[src/rtl/mips_pkg.sv]
// mips_pkg: definitions shared by the MIPS memory-stage slice.
//   - mem_state_e : memory-access FSM states (IDLE, REQ, DONE)
//   - WB_REGWRITE / WB_MEMTOREG : bit positions inside the 2-bit WB control field
//   - DATA_W_DEF / REG_W_DEF : default data and register-index widths
//   - addr_aligned() : word-alignment check on the low address bits
package mips_pkg;

    localparam int DATA_W_DEF  = 32;
    localparam int REG_W_DEF   = 5;

    localparam int WB_REGWRITE = 1;
    localparam int WB_MEMTOREG = 0;

    typedef enum logic [1:0] {
        IDLE = 2'd0,
        REQ  = 2'd1,
        DONE = 2'd2
    } mem_state_e;

    // Word accesses only: both low address bits must be clear.
    function automatic logic addr_aligned(input logic [1:0] lsb);
        return (lsb == 2'b00);
    endfunction

endpackage

[src/rtl/mem_wb_reg.sv]
// mem_wb_reg: MEM/WB pipeline register with bubble insertion.
//   clk, rst             : clock, asynchronous active-low reset
//   bubble               : 1 = clear WB control this edge and keep data outputs
//   is_load              : the instruction in MEM is a load (selects rdata_in)
//   WB_ctl_in, alu_in, reg_dst_in, rdata_in : values from the memory stage
//   WB_ctl_out, read_data_out, alu_out, reg_dst_out : registered outputs to WB
module mem_wb_reg
    import mips_pkg::*;
#(
    parameter int DATA_W = DATA_W_DEF,
    parameter int REG_W  = REG_W_DEF
) (
    input  logic              clk,
    input  logic              rst,
    input  logic              bubble,
    input  logic              is_load,
    input  logic [1:0]        WB_ctl_in,
    input  logic [DATA_W-1:0] alu_in,
    input  logic [REG_W-1:0]  reg_dst_in,
    input  logic [DATA_W-1:0] rdata_in,
    output logic [1:0]        WB_ctl_out,
    output logic [DATA_W-1:0] read_data_out,
    output logic [DATA_W-1:0] alu_out,
    output logic [REG_W-1:0]  reg_dst_out
);

    // Pipeline register: a bubble kills only the write-back controls so a
    // stalled or squashed instruction never writes the register file.
    always_ff @(posedge clk or negedge rst) begin
        if (!rst) begin
            WB_ctl_out    <= 2'b00;
            read_data_out <= '0;
            alu_out       <= '0;
            reg_dst_out   <= '0;
        end else if (bubble) begin
            WB_ctl_out    <= 2'b00;
        end else begin
            WB_ctl_out    <= WB_ctl_in;
            alu_out       <= alu_in;
            reg_dst_out   <= reg_dst_in;
            read_data_out <= is_load ? rdata_in : '0;
        end
    end

endmodule

[src/rtl/mem_stage_ctrl.sv]
// mem_stage_ctrl: MIPS memory-stage controller.
//   Resolves beq/bne, runs a req/ack handshake to a variable-latency data
//   memory, stalls the upstream pipeline during an access and owns the
//   MEM/WB register (mem_wb_reg).
// Ports:
//   clk, rst (async active-low)
//   EX/MEM inputs : WB_ctl_in, MEMRead, MEMWrite, Branch, EQ_NE, eq_in, ne_in,
//                   bran_PC, ALU_result, WD, reg_dst
//   data memory   : dmem_req, dmem_we, dmem_addr, dmem_wdata, dmem_ack, dmem_rdata
//   pipeline      : stall, pc_src, pc_target
//   errors        : misalign_err (sticky), timeout_err (sticky)
//   MEM/WB        : WB_ctl_out, read_data_out, alu_out, reg_dst_out
// Build option: define MEM_TIMEOUT_EN to add a REQ watchdog of TIMEOUT cycles
// that aborts the access and sets timeout_err; otherwise REQ waits forever.
module mem_stage_ctrl
    import mips_pkg::*;
#(
    parameter int DATA_W  = DATA_W_DEF,
    parameter int REG_W   = REG_W_DEF,
    parameter int TIMEOUT = 64
) (
    input  logic              clk,
    input  logic              rst,
    input  logic [1:0]        WB_ctl_in,
    input  logic              MEMRead,
    input  logic              MEMWrite,
    input  logic              Branch,
    input  logic              EQ_NE,
    input  logic              eq_in,
    input  logic              ne_in,
    input  logic [DATA_W-1:0] bran_PC,
    input  logic [DATA_W-1:0] ALU_result,
    input  logic [DATA_W-1:0] WD,
    input  logic [REG_W-1:0]  reg_dst,
    output logic              dmem_req,
    output logic              dmem_we,
    output logic [DATA_W-1:0] dmem_addr,
    output logic [DATA_W-1:0] dmem_wdata,
    input  logic              dmem_ack,
    input  logic [DATA_W-1:0] dmem_rdata,
    output logic              stall,
    output logic              pc_src,
    output logic [DATA_W-1:0] pc_target,
    output logic              misalign_err,
    output logic              timeout_err,
    output logic [1:0]        WB_ctl_out,
    output logic [DATA_W-1:0] read_data_out,
    output logic [DATA_W-1:0] alu_out,
    output logic [REG_W-1:0]  reg_dst_out
);

    mem_state_e        state_r;
    logic              req_r;
    logic [DATA_W-1:0] rdata_r;
    logic              misalign_r;
    logic              op_s;
    logic              aligned_s;
    logic              stall_s;
    logic              bubble_s;

    assign op_s      = MEMRead | MEMWrite;
    assign aligned_s = addr_aligned(ALU_result[1:0]);

    // Branch resolution is purely combinational and ignores the FSM.
    assign pc_src    = Branch & (EQ_NE ? ne_in : eq_in);
    assign pc_target = bran_PC;

    // The EX/MEM register is frozen while stalled, so its outputs are the
    // request payload for the whole REQ phase.
    assign dmem_req     = req_r;
    assign dmem_we      = MEMWrite;
    assign dmem_addr    = ALU_result;
    assign dmem_wdata   = WD;
    assign misalign_err = misalign_r;
    assign stall        = stall_s;

    // Stall decode: the op is held in IDLE (while the request is launched) and REQ.
    always_comb begin
        stall_s = 1'b0;
        case (state_r)
            IDLE:    stall_s = op_s & aligned_s;
            REQ:     stall_s = 1'b1;
            DONE:    stall_s = 1'b0;
            default: stall_s = 1'b0;
        endcase
    end

    // A misaligned op is squashed into a bubble instead of being stalled.
    assign bubble_s = stall_s | ((state_r == IDLE) & op_s & ~aligned_s);

`ifdef MEM_TIMEOUT_EN
    localparam int CNT_W = ($clog2(TIMEOUT) > 8) ? $clog2(TIMEOUT) : 8;
    localparam logic [CNT_W-1:0] CNT_LAST = CNT_W'(TIMEOUT - 1);

    logic [CNT_W-1:0] cnt_r;
    logic             timeout_r;

    assign timeout_err = timeout_r;

    // Access FSM with watchdog: TIMEOUT REQ cycles without ack abort the access.
    always_ff @(posedge clk or negedge rst) begin
        if (!rst) begin
            state_r    <= IDLE;
            req_r      <= 1'b0;
            rdata_r    <= '0;
            misalign_r <= 1'b0;
            cnt_r      <= '0;
            timeout_r  <= 1'b0;
        end else begin
            case (state_r)
                IDLE: begin
                    if (op_s && aligned_s) begin
                        state_r <= REQ;
                        req_r   <= 1'b1;
                        cnt_r   <= '0;
                    end else if (op_s) begin
                        misalign_r <= 1'b1;
                    end
                end
                REQ: begin
                    if (dmem_ack) begin
                        rdata_r <= dmem_rdata;
                        req_r   <= 1'b0;
                        state_r <= DONE;
                    end else if (cnt_r == CNT_LAST) begin
                        timeout_r <= 1'b1;
                        rdata_r   <= '0;
                        req_r     <= 1'b0;
                        state_r   <= DONE;
                    end else begin
                        cnt_r <= cnt_r + {{(CNT_W-1){1'b0}}, 1'b1};
                    end
                end
                DONE: begin
                    state_r <= IDLE;
                end
                default: begin
                    state_r <= IDLE;
                    req_r   <= 1'b0;
                end
            endcase
        end
    end
`else
    assign timeout_err = 1'b0;

    // Access FSM: REQ holds until the memory acknowledges.
    always_ff @(posedge clk or negedge rst) begin
        if (!rst) begin
            state_r    <= IDLE;
            req_r      <= 1'b0;
            rdata_r    <= '0;
            misalign_r <= 1'b0;
        end else begin
            case (state_r)
                IDLE: begin
                    if (op_s && aligned_s) begin
                        state_r <= REQ;
                        req_r   <= 1'b1;
                    end else if (op_s) begin
                        misalign_r <= 1'b1;
                    end
                end
                REQ: begin
                    if (dmem_ack) begin
                        rdata_r <= dmem_rdata;
                        req_r   <= 1'b0;
                        state_r <= DONE;
                    end
                end
                DONE: begin
                    state_r <= IDLE;
                end
                default: begin
                    state_r <= IDLE;
                    req_r   <= 1'b0;
                end
            endcase
        end
    end
`endif

    mem_wb_reg #(
        .DATA_W (DATA_W),
        .REG_W  (REG_W)
    ) u_mem_wb (
        .clk           (clk),
        .rst           (rst),
        .bubble        (bubble_s),
        .is_load       (MEMRead),
        .WB_ctl_in     (WB_ctl_in),
        .alu_in        (ALU_result),
        .reg_dst_in    (reg_dst),
        .rdata_in      (rdata_r),
        .WB_ctl_out    (WB_ctl_out),
        .read_data_out (read_data_out),
        .alu_out       (alu_out),
        .reg_dst_out   (reg_dst_out)
    );

endmodule

[config.mk]
export PLATFORM = sky130hd
export DESIGN_NAME = mem_stage_ctrl
export DESIGN_NICKNAME = d
export VERILOG_FILES = /design/src/rtl/mips_pkg.sv /design/src/rtl/mem_wb_reg.sv /design/src/rtl/mem_stage_ctrl.sv
export SDC_FILE = /design/constraint.sdc
export NUM_CORES = 1
export LEC_CHECK = 0
export CAP_MARGIN = 20
export CORE_ASPECT_RATIO = 0.7
export CORE_UTILIZATION = 36
export CTS_BUF_LIST = sky130_fd_sc_hd__clkbuf_16
export CTS_CLUSTER_DIAMETER = 30
export DETAILED_ROUTE_END_ITERATION = 7
export MAX_ROUTING_LAYER = met4
export PLACE_DENSITY = 0.86
export SYNTH_ARGS = -nofsm -noshare
export SYNTH_HDL_FRONTEND = slang
export SYNTH_SLANG_ARGS = --single-unit
export TNS_END_PERCENT = 50
[constraint.sdc]
create_clock -name clk -period 1.5 [get_ports clk]
set_clock_uncertainty 0.05 [all_clocks]
set_input_delay 0.15 -clock clk [delete_from_list [all_inputs] [get_ports clk]]
set_output_delay 0.15 -clock clk [all_outputs]
set_load 0.03 [all_outputs]
==> metrics.md, run 1 <==
| Metric | Value |
|---|---|
| GR Util met3 | 8.14% |
| Clock latency on the worst-skew pair | 0.34 ns |
| Failing checks | DRC |
| Library cells used by synthesis | 26 |
| Largest net degree at the start of global routing | 42 |
| Peak Freq | 696 MHz |
| Area Overhead vs Synth | 36.5% |
| CTS Buf Count | 9 |
| CP max FO | 31 |
| DR WL/cell | 18.0 µm |
| Post-route DRC | 17 |
| Pre-Repair DR Iteration Count | 6 |
| Kind of critical path | flip-flop to flip-flop |
| Most used routing layer | met2 |
| Fin area | 0.00646 mm² |
| Placed inst area | 0.00623 mm² |
| Synth top cells by count | dfrtp_1, buf_4, mux2_2, a22o_1, buf_2 |
| Seq/Total Area, Yosys | 56.6% |
| Tcrit/Tclk final | 95.8% |
| Crit-path cells | nor3_2, nor2_4, buf_12, mux2_1 |
| CP Data Arrival Time | 1.61 ns |
| Total gr overflow | 0 |
| Die ar. | 0.0136 mm² |
| Synthesized area | 0.00473 mm² |
| Layout cells sized above 1 | 30.9% |
| Critical path launch point type | flip-flop |
| Routability cong. | 0.816 |
| Chip Height | 97.9 µm |
| Cells after synthesis | 344 |
| Syn_nets | 488 |
| GR Util met2 | 26.4% |
| Core area | 0.0126 mm² |
| WP data required | 1.68 ns |
| H-tree depth | 3 |
| Final Hold Viols | 0 |
| Sequential Power Share | 43.6% |
| Vias in the first global route | 3114 |
| Synthesized flop and latch total | 107 |
| RSZ-0062 raised after global routing | false |
| Top-count cell post-synth | dfrtp_1 |
| Crit-path max cell delay | 0.44 ns |
| Main synth FF type | dfrtp_1 |
| Syn Area/Cell | 13.8 µm² |
| Share of the synthesized area in the top cell type | 56.6% |
| Initial DRC count | 120 |
| Tmin final | 1.44 ns |
| Cell-internal power | 6.11 mW |
| Run status | complete, but fails checks |
| Max-slew violation count | 0 |
| CTS sink count | 107 |
| Switching power | 3.09 mW |
| Power per cell area | 1420 mW/mm² |
| Fin nets | 589 |
| Post-synth ARST share | 100% |
| CTS tree | yes |
| Die width | 139 µm |
| ANT nets after route | 0 |
| Initial antenna violation count | 0 |
| IO Pins | 317 |
| First-pass GRT wire length | 17400 µm |
| MaxCap Viol Count | 0 |
| Postcts setup bufs | 0 |
| Via density | 4.75 |
| Synth area leaders | dfrtp_1, buf_4, mux2_2 |
| Number of synthesized flops with an enable pin | 0 |
| Layout filler cell count | 1095 |
| Comb power frac | 31.3% |
| Max rail drop VDD | 716 µV |
| Worst-path clk slew | 0.08 ns |
| Total chip power | 9.20 mW |
| Initial Utilization | 37.5% |
| Final-report setup violation count | 0 |
| Vias | 2907 |
| Area leader, netlist | dfrtp_1 |
| Clock power frac | 25.0% |
| Met1 GRT Util | 19.9% |
| Port Buf Inserts | 187 |
| DRT Wirelength | 11000 µm |
| Static leakage | 3.08 nW |
| Ant diodes | 0 |
| Switch share | 33.6% |
| Yosys Warn Count | 0 |
| # rows | 34 |
| CP Capture Type | flip-flop |
| Maximum root-to-sink buffer count | 2 |
| GRT Total Usage | 17.2% |
| Hold crit path type | input pin to async pin |
| Slowest CP cell | dfrtp_2 |
| Detailed Place HPWL | 8360 µm |
| Clock root cell | clkbuf_16 |
critical path, delay by kind of cell, from the launching register on:
kind / cells / cell delay, ns
and+or+nand+nor: 2 / 0.32
muxes: 1 / 0.32
buffers and inverters: 1 / 0.17
DFF: 1 / 0.44
what timing repair did:
action / CTS / global route
hold buffers: 1 / 0
gates resized for setup: 78 / 7
endpoints found under the setup margin: 80 / 8
endpoints found under the hold margin: 26 / 0
stage by stage:
stage          setup WS (ns)  instances  setup TNS, ns  hold WS, ns  util [%]
2_1_floorplan          0.131        344              0       -0.196         -
3_3_place_gp          -0.375        595         -14.27       0.0447      49.3
6_report              0.0628        612              0        0.217      51.1
3_5_place_dp          -0.454        595         -20.12       0.0531      49.3
5_1_grt              0.00613        612              0        0.221      51.1
4_1_cts              -0.0969        612        -0.0969        0.211      51.1
layout by cell type, fill, tap and decap left out, drive strengths merged, types with 3 or more instances in the layout:
| master | n |
|---|---|
| clkdlybuf4s50 | 78 |
| dfrtp | 107 |
| nor2 | 4 |
| nor2b | 3 |
| a22o | 32 |
| mux2 | 69 |
| buf | 50 |
| clkbuf | 10 |
| inv | 8 |
| dlygate4sd2 | 73 |
routing by layer:
layer  vias up  wire (µm)
li1       1289          -
met1      1427       4520
met2       173       5200
met3        18       1100
met4         0        179
met5         -          0
power groups by stage:
stage	Sequential [mW]	Clock (mW)	Combinational, mW
floorplan	4.79	0	1.34
global placement	4.04	0	3.11
detailed placement	4.08	0	3.19
CTS	4.01	2.39	2.91
global route	4.11	2.50	3.05
finish	4.01	2.30	2.88
worst paths after layout:
check / startpoint / to / slack [ns] / depth (start not counted)
hold / removal: rst / rdata_r[2] / 0.22 / 2
setup / recovery: state_r[0] / u_mem_wb.alu_out[28] / 0.06 / 4
max in group asynchronous: rst / u_mem_wb.alu_out[15] / 0.63 / 3
setup reg to reg: state_r[0] / u_mem_wb.alu_out[28] / 0.06 / 4
min in group clk: bran_PC[14] / pc_target[14] / 0.25 / 0
hold reg to reg: misalign_err / misalign_err / 0.43 / 2
registers in the layout (all words and copies together) (netlist names):
signal                  flops
rdata_r                    32
u_mem_wb.alu_out           32
u_mem_wb.read_data_out     32
u_mem_wb.reg_dst_out        5
state_r                     2
u_mem_wb.WB_ctl_out         2
dmem_req                    1
misalign_err                1
final cells by class:
cell class                 instances  area, µm²  area share [%]
tap                              162        203            3.14
clock buffer                       9        225            3.49
timing repair buffer             203       2060            31.9
multi-input combinational        122       1210            18.8
sequential                       107       2680            41.5
clock inverter                     7       68.8            1.07
inverter                           2       7.51           0.116
kinds of logic (layout without fill, tap and decap cells):
family	Yosys count	after routing	share of synthesized area, %
compound gates	37	37	6.53
other cells	1	1	0.0792
mux	70	70	16.8
buf+inv	115	221	17.9
simple gates	14	14	2.14
flops	107	107	56.6
(Power assumes the default switching activity.)
==> run 2: changes to the inputs <==
--- a/config.mk
+++ b/config.mk
@@ -13,6 +13,7 @@
 export DETAILED_ROUTE_END_ITERATION = 7
 export MAX_ROUTING_LAYER = met4
 export PLACE_DENSITY = 0.86
+export SKIP_CTS_REPAIR_TIMING = 1
 export SYNTH_ARGS = -nofsm -noshare
 export SYNTH_HDL_FRONTEND = slang
 export SYNTH_SLANG_ARGS = --single-unit
==> run 2 against run 1 <==
Effect of this change:
- sequential share of layout area down 1.9 points
- register-to-register slack barely moved
- total power up 2.8%
- critical endpoint is now stall
- critical path depth increased by 1
- combinational power grew 9.0%
- worst setup slack got worse by 0.070 ns
- final area up 4.7%
- clock-buffer cell count unchanged
- first-iteration DRC count is 13% higher
- wire length rose by 4.1%
- fmax down 4.7%
- cell count grew 0.33%
- the run ends with DRC, setup timing left
==> metrics.md, run 2 (same netlist as run 1, synthesis figures left out) <==
| Metric | Value |
|---|---|
| Reg2reg setup slack | 0.06 ns (about the same) |
| CP Capture Type | output port (was flip-flop) |
| Clock latency on the worst-skew pair | 0.34 ns (about the same) |
| Port Buf Inserts | 187 (unchanged) |
| Place WS | -0.454 ns (unchanged) |
| Run status | complete, but fails checks (unchanged) |
| Largest net degree at the start of global routing | 42 (unchanged) |
| FF-to-FF Start | state_r[0] (unchanged) |
| Max rail drop VDD | 728 µV (was 716 µV) |
| Tmin final | 1.51 ns (was 1.44 ns) |
| Largest regs | rdata_r: 32 flops, u_mem_wb.alu_out: 32 flops, u_mem_wb.read_data_out: 32 flops (unchanged) |
| Core area | 0.0126 mm² (unchanged) |
| Setup ws final | -0.00734 ns (was 0.0628 ns) |
| CP Data Arrival Time | 1.31 ns (was 1.61 ns) |
| Routability cong. | 0.816 (unchanged) |
| Die width | 139 µm (unchanged) |
| Detailed Place HPWL | 8360 µm (unchanged) |
| Via density | 4.78 (was 4.75) |
| DR WL/cell | 18.6 µm (was 18.0 µm) |
| Failing checks | DRC, setup timing (was DRC) |
| Hold crit path type | input pin to async pin (unchanged) |
| Tcrit/Tclk final | 100% (was 95.8%) |
| Initial antenna violation count | 0 (unchanged) |
| Worst-path clk slew | 0.08 ns (about the same) |
| Commonest non-fill, non-tap cell in the layout | dfrtp_1 (unchanged) |
| MaxCap Viol Count | 0 (unchanged) |
| DRT Wirelength | 11500 µm (was 11000 µm) |
| Static leakage | 3.84 nW (was 3.08 nW) |
| Final-report setup violation count | 1 (was 0) |
| Critical path launch point type | input pin (was flip-flop) |
| Fin nets | 591 (was 589) |
| Power per cell area | 1400 mW/mm² (was 1420 mW/mm²) |
| Vias | 2936 (was 2907) |
| Max-slew violation count | 0 (unchanged) |
| GRT Total Usage | 17.2% (about the same) |
| Area Overhead vs Synth | 42.9% (was 36.5%) |
| CTS tree | yes (unchanged) |
| Pre-Repair DR Iteration Count | 6 (unchanged) |
| Placed inst area | 0.00623 mm² (unchanged) |
| Placed cell count | 595 (unchanged) |
| Peak Freq | 663 MHz (was 696 MHz) |
| Chip Height | 97.9 µm (unchanged) |
| Clock root cell | clkbuf_16 (unchanged) |
| CTS sink count | 107 (unchanged) |
| ANT nets after route | 0 (unchanged) |
| Final setup TNS | -0.00734 ns (was 0 ns) |
| Most frequent cells in the layout | dfrtp_1, clkdlybuf4s50_1, dlymetal6s2s_1, mux2_2, a22o_1 (was dfrtp_1, clkdlybuf4s50_1, dlygate4sd2_1, mux2_2, a22o_1) |
| Final Hold Viols | 0 (unchanged) |
| Fin area | 0.00677 mm² (was 0.00646 mm²) |
| First-pass GRT wire length | 17400 µm (about the same) |
| Initial DRC count | 136 (was 120) |
| RSZ-0062 raised after global routing | true (was false) |
| Total gr overflow | 0 (unchanged) |
| Vias in the first global route | 3119 (was 3114) |
| WP data required | 1.30 ns (was 1.68 ns) |
| # rows | 34 (unchanged) |
| Initial Utilization | 37.5% (unchanged) |
| H-tree depth | 3 (unchanged) |
| Kind of critical path | input pin to output port (was flip-flop to flip-flop) |
| WHS | 0.219 ns (was 0.217 ns) |
| Layout cells sized above 1 | 31.0% (was 30.9%) |
| IO Pins | 317 (unchanged) |
| Ant diodes | 0 (unchanged) |
| CP max FO | 2 (was 31) |
| Post-route DRC | 17 (unchanged) |
| Layout filler cell count | 1014 (was 1095) |
| Maximum root-to-sink buffer count | 2 (unchanged) |
| R2R depth | 4 (unchanged) |
| Die ar. | 0.0136 mm² (unchanged) |
| CTS Buf Count | 9 (unchanged) |
| Final cell count without fillers | 614 (was 612) |
| R2R Path End | u_mem_wb.alu_out[12] (was u_mem_wb.alu_out[28]) |
==> run 2: changes by cell type in the layout (fill, tap and decap cells not counted), sizes merged <==
| cell | previous run | this run |
|---|---|---|
| buf | 50 | 51 |
| dlygate4sd2 | 73 | 0 |
| clkbuf | 10 | 11 |
| dlymetal6s2s | 0 | 73 |
==> run 2: layout make-up <==
| class | count | area, µm² | area share (%) |
|---|---|---|---|
| multi-input combinational | 122 | 1210 | 18.0 |
| timing repair buffer | 205 | 2370 | 35.0 |
| inverter | 2 | 7.51 | 0.111 |
| clock buffer | 9 | 225 | 3.33 |
| clock inverter | 7 | 68.8 | 1.02 |
| sequential | 107 | 2680 | 39.6 |
| tap | 162 | 203 | 3.00 |
==> run 2: worst max-delay path, cell delays in order <==
cell	delay, ns
clkdlybuf4s50_1	0.44
or2_2	0.34
a21oi_1	0.14
nor2_1	0.05
clkbuf_2	0.18
==> run 2: worst max path at each step <==
stage | from | to | depth (start not counted)
global placement | MEMRead | u_mem_wb.reg_dst_out[2] | 6
finish | MEMRead | stall | 5
detailed placement | MEMRead | u_mem_wb.reg_dst_out[2] | 6
global route | MEMRead | stall | 5
CTS | MEMRead | stall | 5
floorplan | state_r[0] | u_mem_wb.alu_out[1] | 4
==> run 2: where the power goes <==
| group | leakage [nW] | internal, mW | switching [mW] |
|---|---|---|---|
| combinational | 2.37 | 1.55 | 1.58 |
| clock | 0.149 | 1.18 | 1.13 |
| sequential | 1.32 | 3.62 | 0.401 |
==> run 2: metal layers <==
metal	up-vias	global-route usage, %	wire [µm]
li1	1291	-	-
met1	1449	20.0	4680
met2	178	26.2	5470
met3	18	8.14	1120
met4	0	5.56	178
met5	-	-	0
==> run 2: per-stage QoR <==
| stage | power [mW] | utilization [%] |
|---|---|---|
| after CTS | 9.61 | 51.6 |
| after detailed placement | 7.27 | 49.3 |
| after global placement | 7.15 | 49.3 |
| final | 9.46 | 53.5 |
| after floorplan | 6.12 | - |
| after global routing | 9.91 | 53.5 |
==> run 3: changes to the inputs <==
--- a/config.mk
+++ b/config.mk
@@ -5,7 +5,7 @@
 export SDC_FILE = /design/constraint.sdc
 export NUM_CORES = 1
 export LEC_CHECK = 0
-export CAP_MARGIN = 20
+export CAP_MARGIN = 30
 export CORE_ASPECT_RATIO = 0.7
 export CORE_UTILIZATION = 36
 export CTS_BUF_LIST = sky130_fd_sc_hd__clkbuf_16
==> results of run 3 <==
Final layout, timing and power as in run 2 (identical DEF).
